==> src/rtl/sprite_writer.sv <==
// Sprite RAM writer: fills a WIDTH x HEIGHT pixel RAM either from a raster-ordered
// valid/ready pixel stream or with a single colour. A registered read port serves
// the renderer and returns 0 for coordinates outside the sprite.
module sprite_writer #(
  parameter int WIDTH     = 11,
  parameter int HEIGHT    = 16,
  parameter int PIX_BITS  = 3,
  parameter int ADDR_BITS = 8
) (
  input  logic                clk,
  input  logic                reset_n,
  input  logic                start,
  input  logic                clear,
  input  logic [PIX_BITS-1:0] fill_rgb,
  input  logic                pix_valid,
  input  logic [PIX_BITS-1:0] pix_rgb,
  output logic                pix_ready,
  output logic                busy,
  output logic                done,
  input  logic [9:0]          rd_row,
  input  logic [9:0]          rd_col,
  output logic [PIX_BITS-1:0] rd_rgb
);

  localparam int NPIX     = WIDTH * HEIGHT;
  localparam int ROW_BITS = (HEIGHT > 1) ? $clog2(HEIGHT) : 1;
  localparam int COL_BITS = (WIDTH > 1) ? $clog2(WIDTH) : 1;

  typedef enum logic [1:0] {
    IDLE  = 2'd0,
    LOAD  = 2'd1,
    CLEAR = 2'd2,
    DONE  = 2'd3
  } state_t;

  state_t                state_r;
  logic [ROW_BITS-1:0]   row_r;
  logic [COL_BITS-1:0]   col_r;
  logic [ADDR_BITS-1:0]  addr_r;
  logic [PIX_BITS-1:0]   fill_r;
  logic                  pix_ready_r;
  logic                  busy_r;
  logic                  done_r;
  logic [PIX_BITS-1:0]   rd_rgb_r;

  logic                  we_s;
  logic [PIX_BITS-1:0]   wdata_s;
  logic                  rd_in_bounds_s;
  logic [ADDR_BITS-1:0]  rd_addr_s;

  logic [PIX_BITS-1:0]   mem [0:NPIX-1];

  assign pix_ready = pix_ready_r;
  assign busy      = busy_r;
  assign done      = done_r;
  assign rd_rgb    = rd_rgb_r;

  // Write-port select: stream pixel during LOAD transfers, latched colour during CLEAR.
  // Writes are suppressed on a reset edge so an aborted operation stops immediately.
  always_comb begin
    we_s    = 1'b0;
    wdata_s = '0;
    if (!reset_n) begin
      we_s    = 1'b0;
      wdata_s = '0;
    end else begin
      case (state_r)
        LOAD: begin
          we_s    = pix_valid;
          wdata_s = pix_rgb;
        end
        CLEAR: begin
          we_s    = 1'b1;
          wdata_s = fill_r;
        end
        default: begin
          we_s    = 1'b0;
          wdata_s = '0;
        end
      endcase
    end
  end

  // Read-address decode: bounds check on the raw 10-bit coordinates before folding to an address.
  always_comb begin
    rd_in_bounds_s = (rd_col < 10'(WIDTH)) && (rd_row < 10'(HEIGHT));
    rd_addr_s      = ADDR_BITS'(rd_col) + ADDR_BITS'(rd_row) * ADDR_BITS'(WIDTH);
  end

  // Control FSM with raster counters and registered handshake/status outputs.
  always_ff @(posedge clk) begin
    if (!reset_n) begin
      state_r     <= IDLE;
      row_r       <= '0;
      col_r       <= '0;
      addr_r      <= '0;
      fill_r      <= '0;
      pix_ready_r <= 1'b0;
      busy_r      <= 1'b0;
      done_r      <= 1'b0;
    end else begin
      case (state_r)
        IDLE: begin
          done_r <= 1'b0;
          if (clear) begin
            state_r     <= CLEAR;
            fill_r      <= fill_rgb;
            row_r       <= '0;
            col_r       <= '0;
            addr_r      <= '0;
            busy_r      <= 1'b1;
            pix_ready_r <= 1'b0;
          end else if (start) begin
            state_r     <= LOAD;
            row_r       <= '0;
            col_r       <= '0;
            addr_r      <= '0;
            busy_r      <= 1'b1;
            pix_ready_r <= 1'b1;
          end
        end
        LOAD: begin
          if (pix_valid) begin
            addr_r <= addr_r + ADDR_BITS'(1);
            if (col_r == COL_BITS'(WIDTH - 1)) begin
              col_r <= '0;
              if (row_r == ROW_BITS'(HEIGHT - 1)) begin
                state_r     <= DONE;
                pix_ready_r <= 1'b0;
                busy_r      <= 1'b0;
                done_r      <= 1'b1;
              end else begin
                row_r <= row_r + ROW_BITS'(1);
              end
            end else begin
              col_r <= col_r + COL_BITS'(1);
            end
          end
        end
        CLEAR: begin
          addr_r <= addr_r + ADDR_BITS'(1);
          if (addr_r == ADDR_BITS'(NPIX - 1)) begin
            state_r <= DONE;
            busy_r  <= 1'b0;
            done_r  <= 1'b1;
          end
        end
        DONE: begin
          state_r <= IDLE;
          done_r  <= 1'b0;
        end
        default: begin
          state_r     <= IDLE;
          pix_ready_r <= 1'b0;
          busy_r      <= 1'b0;
          done_r      <= 1'b0;
        end
      endcase
    end
  end

  // Sprite RAM write; contents deliberately survive reset.
  always_ff @(posedge clk) begin
    if (we_s) begin
      mem[addr_r] <= wdata_s;
    end
  end

  // Registered renderer read; old data is returned on a same-cycle write to the same address.
  always_ff @(posedge clk) begin
    if (!reset_n) begin
      rd_rgb_r <= '0;
    end else if (rd_in_bounds_s) begin
      rd_rgb_r <= mem[rd_addr_s];
    end else begin
      rd_rgb_r <= '0;
    end
  end

endmodule

==> config.mk <==
export PLATFORM = sky130hd
export DESIGN_NAME = sprite_writer
export DESIGN_NICKNAME = d
export VERILOG_FILES = /design/src/rtl/sprite_writer.sv
export SDC_FILE = /design/constraint.sdc
export NUM_CORES = 1
export LEC_CHECK = 0
export BUFFER_PORTS_ARGS = -buffer_cell sky130_fd_sc_hd__buf_2
export CAP_MARGIN = 0
export CELL_PAD_IN_SITES_DETAIL_PLACEMENT = 0
export CELL_PAD_IN_SITES_GLOBAL_PLACEMENT = 1
export CORE_MARGIN = 2
export CORE_UTILIZATION = 45
export CTS_BUF_LIST = sky130_fd_sc_hd__clkbuf_4 sky130_fd_sc_hd__clkbuf_8
export CTS_CLUSTER_DIAMETER = 200
export DETAILED_ROUTE_END_ITERATION = 6
export PLACE_DENSITY_LB_ADDON = 0.1
export SLEW_MARGIN = 10
export SYNTH_ARGS = -nofsm -noshare
export SYNTH_HDL_FRONTEND = slang
export SYNTH_SLANG_ARGS = --single-unit
==> constraint.sdc <==
create_clock -name clk -period 8.51 [get_ports clk]
set_clock_uncertainty 0.1 [all_clocks]
set_input_delay 0.4255 -clock clk [delete_from_list [all_inputs] [get_ports clk]]
set_output_delay 0.4255 -clock clk [all_outputs]
set_load 0.005 [all_outputs]
==> results of run 1 <==
## cells by family (layout without fill, tap and decap cells)
group	after synthesis	count (layout)	synth area share
compound gates	82	82	0.02408
mux	162	162	0.1476
xor+xnor	26	26	0.01096
flops	555	555	0.7076
buf+inv	95	238	0.02095
fa+ha+maj	36	36	0.02236
simple gates	369	369	0.06647
## per-stage QoR
| stage | setup WS (ns) | instance area, sq um | utilization |
|---|---|---|---|
| final | 4.367 | 25810 | 0.5051 |
| after floorplan | 2.389 | 23170 | - |
| after global placement | 3.771 | 24000 | 0.4698 |
| after detailed placement | 3.683 | 24000 | 0.4698 |
| after CTS | 4.384 | 25810 | 0.5051 |
| after global routing | 4.185 | 25810 | 0.5051 |
## timing repair
item,in CTS,in global routing
hold buffers,8,0
setup buffers,0,0
hold endpoints to repair,7,0
## final timing paths
check	from	end	slack (ns)	depth (start not counted)
setup / recovery	rd_row[1]	rd_rgb[2]$_SDFF_PN0_	4.37	14
setup reg to reg	state_r[0]$_SDFFE_PN0P_	mem[32][1]$_DFFE_PP_	4.70	6
hold reg to reg	fill_r[1]$_SDFFE_PN0P_	fill_r[1]$_SDFFE_PN0P_	0.37	2
hold / removal	start	pix_ready$_SDFFE_PN0P_	0.07	3
## flip-flops by register name (all words and copies together), names as in the netlist
name,count
mem,528
col_r,4
done,1
state_r,2
row_r,4
fill_r,3
addr_r,8
pix_ready,1
busy,1
rd_rgb,3
## cell type report
class,count,share of cell area
flip-flops and latches,555,0.6353
clock inverters,30,0.006060
clock buffers,128,0.06075
inverters,17,0.002472
repair buffers,63,0.01610
well taps,680,0.03297
multi-input cells,675,0.2464
## worst max-delay path: cells and delay by family
family	cells	cell delay, ns
simple gates	2	0.42
compound gates	5	0.82
mux	1	0.37
fa+ha+maj	3	1.86
buf+inv	3	0.65
## placed cells by master, fill, tap and decap left out, types with 10 or more instances in the layout
| cell | netlist | final |
|---|---|---|
| a21oi_1 | 19 | 19 |
| buf_2 | 19 | 36 |
| buf_4 | 10 | 18 |
| clkbuf_4 | 0 | 31 |
| clkbuf_8 | 0 | 97 |
| clkinv_1 | 2 | 22 |
| dfxtp_1 | 27 | 27 |
| edfxtp_1 | 528 | 528 |
| ha_1 | 27 | 25 |
| inv_1 | 15 | 15 |
| mux2i_1 | 18 | 18 |
| mux4_2 | 141 | 141 |
| nand2_1 | 89 | 89 |
| nand3_1 | 26 | 26 |
| nor2_1 | 206 | 203 |
| xnor2_1 | 11 | 10 |
| xor2_1 | 13 | 13 |
## where the power goes
group	switching (mW)	internal, mW
Clock	1.01	1.21
Combinational	0.875	0.505
Sequential	0.0151	3.01
Total	1.90	4.73
## synth_stat cells, types with 4 or more instances
master	number	share of area
o21ai_0	6	0.0013
edfxtp_1	528	0.68
mux2i_1	18	0.0078
a211oi_1	8	0.0026
clkbuf_1	38	0.0062
o21ai_1	5	0.0011
buf_6	9	0.0044
dfxtp_1	27	0.023
a22oi_1	7	0.0023
and3_1	8	0.0022
nand4_1	5	0.0013
mux4_2	141	0.14
nor3_1	7	0.0015
nand2_1	89	0.014
xnor2_1	11	0.0042
nor2b_1	8	0.0022
a31oi_1	5	0.0013
nand3_1	26	0.0056
ha_1	27	0.015
a21oi_1	19	0.0041
and2_1	5	0.0013
nor2_1	206	0.033
buf_4	10	0.0032
o2111ai_1	5	0.0019
xor2_1	13	0.0049
fa_1	9	0.0078
buf_2	19	0.0041
inv_1	15	0.0024
o31ai_1	4	0.0013
a311oi_1	5	0.0019
## layer usage
| layer | vias to the layer above | share of wire |
|---|---|---|
| li1 | 5338 | - |
| met1 | 6278 | 0.44 |
| met2 | 371 | 0.48 |
| met3 | 74 | 0.062 |
| met4 | 0 | 0.019 |
| met5 | - | 0 |
==> impl_results.md, run 1 <==
* Status: finished clean
* Crit path required time at 8.93 ns
* Die W at approximately 230 um
* Clock sink count at 555
* Fillers at 4,308
* IO Pins at 37
* Vias in the first global route at about 13,000
* Total GRT Usage at 0.2154
* Port Buffers at 36
* Max Cap Violations at 0
* Max Freq at 0.2414 GHz
* Leakage at 7.914 nW
* Initial DRC Count at approximately 1,100
* Mapped Area at 23,170 sq um
* Distinct cells, synth at 54
* Setup violators final at 0
* Hold_ws at 0.06952 ns
* VDD IR max at 173.0 uV
* CP max-delay cell: fa_2
* Post-synthesis sequential area ratio at 0.7076
* Clock Path Buffers at 3
* Initial antenna violation count at 0
* CP arrival at ~4.6 ns
* Minimum clock period at 4.143 ns
* CP Max Fanout at 23
* Wire per inst at 25.82 um
* Met1 Usage GRT at 0.2990
* Pin count of the biggest net entering global routing at roughly 110
* GR Util met2 at 0.3444
* Clock latency on the worst-skew pair at between 0.6 and 0.7 ns
* Layout Nets at 1,466
* DR vias at 12,061
* Crit. End Element: flop
* Post-route ant nets at 0
* Worst Max-Slew Pin Slew at 1.218 ns
* Final worst-path cycle share at 0.4868
* Die height at around 230 um
* Synth Area per Inst at 17.49 sq um
* Count of flip-flops with a built-in enable after synthesis at 528
* CTS root buf: clkbuf_8
* RD Place Congestion at 0.7877
* FF+latch area at 16,400 sq um
* Post-synthesis register bit count at 555
* Final Max Tran Viols at 0
* Clock slew at reported path FFs at 0.06 ns
* Routed vias/inst at around 5.6
* Synth warn at 0
* Site row count at 83
* Area delta synth->final at 11.38%
* First-pass GRT wire length at 83,010 um
* Non-Filler Instances at 2,148
* Gr busiest metal: met2
* Cell Chain, Critical Path: buf_2 > ha_1 > fa_1 > inv_1 > fa_2 > buf_4 > mux4_2 > and2_1 > a211oi_1 > a311oi_1 > nor3_1 > a211oi_1 > a21oi_1 > o21ai_1
* Syn_nets at 1,392
* Met3 usage at 0.04558
* Overall Power at 6.628 mW
* Worst path most repeated cell: a211oi_1
* Dpl cells at 1,982
* Core Footprint at 51,090 sq um
* Detailed placement HPWL at 33,400 um
* Initial Util at 0.4535
* RSZ-0062 raised after global routing: no
* Ys flop type: edfxtp_1
* DRC at 0
* Worst hold path type: primary input to flop
* Antenna diodes at 0
* Setup TNS at 0 ns
* CTS tree: built
* Slew headroom at 0.1859
* Startpoint types: primary input
* Multi-input gate area at ~6400 sq um
* Cell count after synthesis at 1,325
* Pre-Repair DR Iteration Count at 5
* Gr ovfl total at 0
* Critical path class: primary input to flop
* H-tree lvl count at 3
* Final WL at approximately 55,000 um
* Max incr delay on CP at 1.04 ns
* Post-CTS sizing at 0
* Final hold violations at 0
* Layout cells sized above 1 at 0.2371
* Die area at 53,320 sq um
* Num CTS Buffers at 87
* Asr flop ratio synth at 0
* Cell Pwr Density at roughly 260 nW/um^2
Note: power is estimated with default switching activity, not from simulation.
==> inputs of run 2 (changes only) <==
ABC_AREA = 1   (was unset)
clock period = 3.8 ns   (was 8.51 ns; I/O delays follow)
==> run 2 against run 1 <==
Sequential cell count did not move. Non-clock buffer count increased by 48. Utilization is 0.45 points higher. Cell area is 6.5% higher. Worst hold slack better by 0.021 ns. First-iteration DRC count is 8.9% higher. Via count grew 41%. Final cell count grew 47%. Register-to-register slack worse by 4.1 ns. Sequential share of layout area decreased by 3.9 points.
==> impl_results.md, run 2 <==
* Biggest area consumer among synthesized cells: edfxtp_1
* H-tree lvl count at 3
* Asr flop ratio synth at 0
* Synth warn at 0
* Synth Area per Inst at 10.59 sq um
* Antenna diodes at 0
* DR vias at 17,029
* Post-route ant nets at 0
* Most frequent cells after synthesis: edfxtp_1, nand2_1, nor2_1, nand3_1, o21ai_0
* Slew headroom at 0.2688
* Mapped Area at roughly 25,000 sq um
* Clock sink count at approximately 560
* Setup Buffers After CTS at 0
* Total GRT Usage at 0.2386
* Biggest regs: mem (528), addr_r (8)
* CP top delay family: simple AND/OR/NAND/NOR gates
* Final hold violations at 0
* VDD IR max at 390.9 uV
* Final worst setup slack at ~0.62 ns
* Layout Nets at 2,451
* Ys flop type: edfxtp_1
* Gr ovfl total at 0
* Setup TNS at 0 ns
* Max Cap Violations at 0
* Post-synthesis register bit count at roughly 560
* Final WL at 66,340 um
* Detailed placement HPWL at 40,740 um
* Clock slew at reported path FFs at 0.06 ns
* Pre-Repair DR Iteration Count at 7
* DRC at 0
* DP Worst Slack at 0.3495 ns
* CP max-delay cell: nand2_1
* Clock Path Buffers at 3
* Clock latency on the worst-skew pair at 0.71 ns
* Area contributors post-synth: edfxtp_1, nand2_1, nor2_1
* Wire per inst at approximately 21 um
* Placed Instance Area at 25,510 sq um
* RD Place Congestion at 0.8205
* Status: finished clean
* First-pass GRT wire length at 100,500 um
* Flip-flop count of the largest register after layout at roughly 530
* Port Buffers at 36
* CTS root buf: clkbuf_8
* Reg2reg setup slack at around 0.62 ns
* Count of flip-flops with a built-in enable after synthesis at 528
* Pin count of the biggest net entering global routing at ~110
* Final Max Tran Viols at 0
* Layout cells sized above 1 at 0.1092
* Post-synthesis sequential area ratio at 0.6679
* Num CTS Buffers at a little over 90
* CP bufs+invs at 2
* Initial antenna violation count at 1
* Worst hold path type: primary input to flop
* Worst Setup SP: state_r[0]$_SDFFE_PN0P_
* Setup violators final at 0
* Syn_nets at 2,385
* Leakage at 10.23 nW
* RSZ-0062 raised after global routing: no
* Area delta synth->final at 11.94%
* RR Endpoint: mem[57][1]$_DFFE_PP_
* Worst Hold End: mem[121][2]$_DFFE_PP_
* Hold path depth at 4
* Crit. End Element: flop
* Hold Buf Count CTS at 22
* Cell count after synthesis at 2,318
* Hold_sp: pix_rgb[2]
* CP Max Fanout at 16
* Die area at 56,440 sq um
* Distinct cells, synth at 42
* Die height at 237.6 um
* Post-CTS sizing at 0
* Max Freq at 0.3147 GHz
* Initial DRC Count at 1,248
* Hold_ws at 0.09043 ns
* Initial Util at 0.4553
* Final worst-path cycle share at 0.8363
* Cell Pwr Density at 576.2 nW/um^2
* Most flops, register: mem
* Most frequent cells in the layout: edfxtp_1, nand2_1, nor2_1, nand3_1, o21ai_0
* Yosys top cell area share at 0.6459
* Minimum clock period at 3.178 ns
* Origin of the critical flop-to-flop path: state_r[0]$_SDFFE_PN0P_
* Max incr delay on CP at about 0.55 ns
* Core Footprint at 53,920 sq um
* Routed vias/inst at 5.404
* Post-Layout Inst Area at roughly 27,000 sq um
* Fillers at 4,872
* Die W at 237.6 um
* Vias in the first global route at 17,127
* Site row count at 85
* Worst Max-Slew Pin Slew at 1.094 ns
* Most frequent cell after synthesis: edfxtp_1
* Critical path class: flop to flop
* CTS tree: built
* CP arrival at 3.45 ns
* Startpoint types: flop
* IO Pins at 37
* Cell Chain, Critical Path: inv_1 > ha_1 > nand2_1 > nor2_4 > inv_1 > nor3_2 > nand2_1 > nor2_1
* Crit path required time at between 4 and 5 ns
* Commonest non-fill, non-tap cell in the layout: edfxtp_1
* Register-to-Register Path Depth at 8
run 2: cell types whose count changed in the layout (fill, tap and decap cells not counted), sizes merged, moves of 34 or more:
cell   before  now
nor2      206  455
nand3      26  245
inv        16  103
o21ai      11  176
buf        55   89
nand2      89  513
mux4      143    0
run 2: kinds of logic after synthesis:
kind of cell               after synthesis  share of synthesized area
adders and majority gates               36                    0.02110
xor gates and xnor gates                10                   0.004639
and+or+nand+nor                       1237                     0.2056
DFF                                    555                     0.6679
buffers and inverters                  242                    0.04776
AOI/OAI and AO/OA                      238                    0.05301
run 2: per-layer routing:
layer | wire, um | vias up | global-route usage | share of wire
met2 | 32560 | 397 | 0.4075 | 0.49
li1 | - | 8070 | - | -
met4 | 1473 | 0 | 0.06651 | 0.022
met3 | 3127 | 112 | 0.03972 | 0.047
met5 | 0 | - | 0 | 0
met1 | 29180 | 8450 | 0.3156 | 0.44
run 2: where the power goes:
group | internal [mW] | total [mW] | switching (mW) | leakage [nW]
Combinational | 1.15 | 3.84 | 2.69 | 3.98
Clock | 2.71 | 5.08 | 2.37 | 0.936
Sequential | 6.87 | 6.91 | 0.0403 | 5.31
Total | 10.7 | 15.8 | 5.10 | 10.2
run 2: metrics by stage:
stage	util	power (mW)	instances
final	0.5096	15.83	3151
after global routing	0.5096	16.61	3151
after CTS	0.5096	15.96	3151
after detailed placement	0.4730	10.83	2964
after global placement	0.4730	10.82	2964
after floorplan	-	9.545	2318
run 2: cell type report:
class | instances | area [sq um] | area share
multi-input cells | 1521 | 7053 | 0.2567
flip-flops and latches | 555 | 16400 | 0.5966
well taps | 696 | 870.8 | 0.03169
clock buffers | 130 | 1558 | 0.05669
inverters | 103 | 395.4 | 0.01439
clock inverters | 35 | 196.4 | 0.007148
repair buffers | 111 | 1011 | 0.03679
run 2: worst max path at each step:
| stage | endpoint | cells after the start |
|---|---|---|
| final | mem[57][1]$_DFFE_PP_ | 8 |
| after global routing | mem[59][0]$_DFFE_PP_ | 8 |
| after floorplan | mem[0][0]$_DFFE_PP_ | 4 |
| after CTS | mem[62][1]$_DFFE_PP_ | 8 |
| after detailed placement | rd_rgb[2]$_SDFF_PN0_ | 13 |
| after global placement | rd_rgb[2]$_SDFF_PN0_ | 15 |
run 2: tightest hold or removal path: stages:
cell	delay, ns
buf_2	0.10
nand2_1	0.10
a21oi_4	0.09
buf_12	0.19
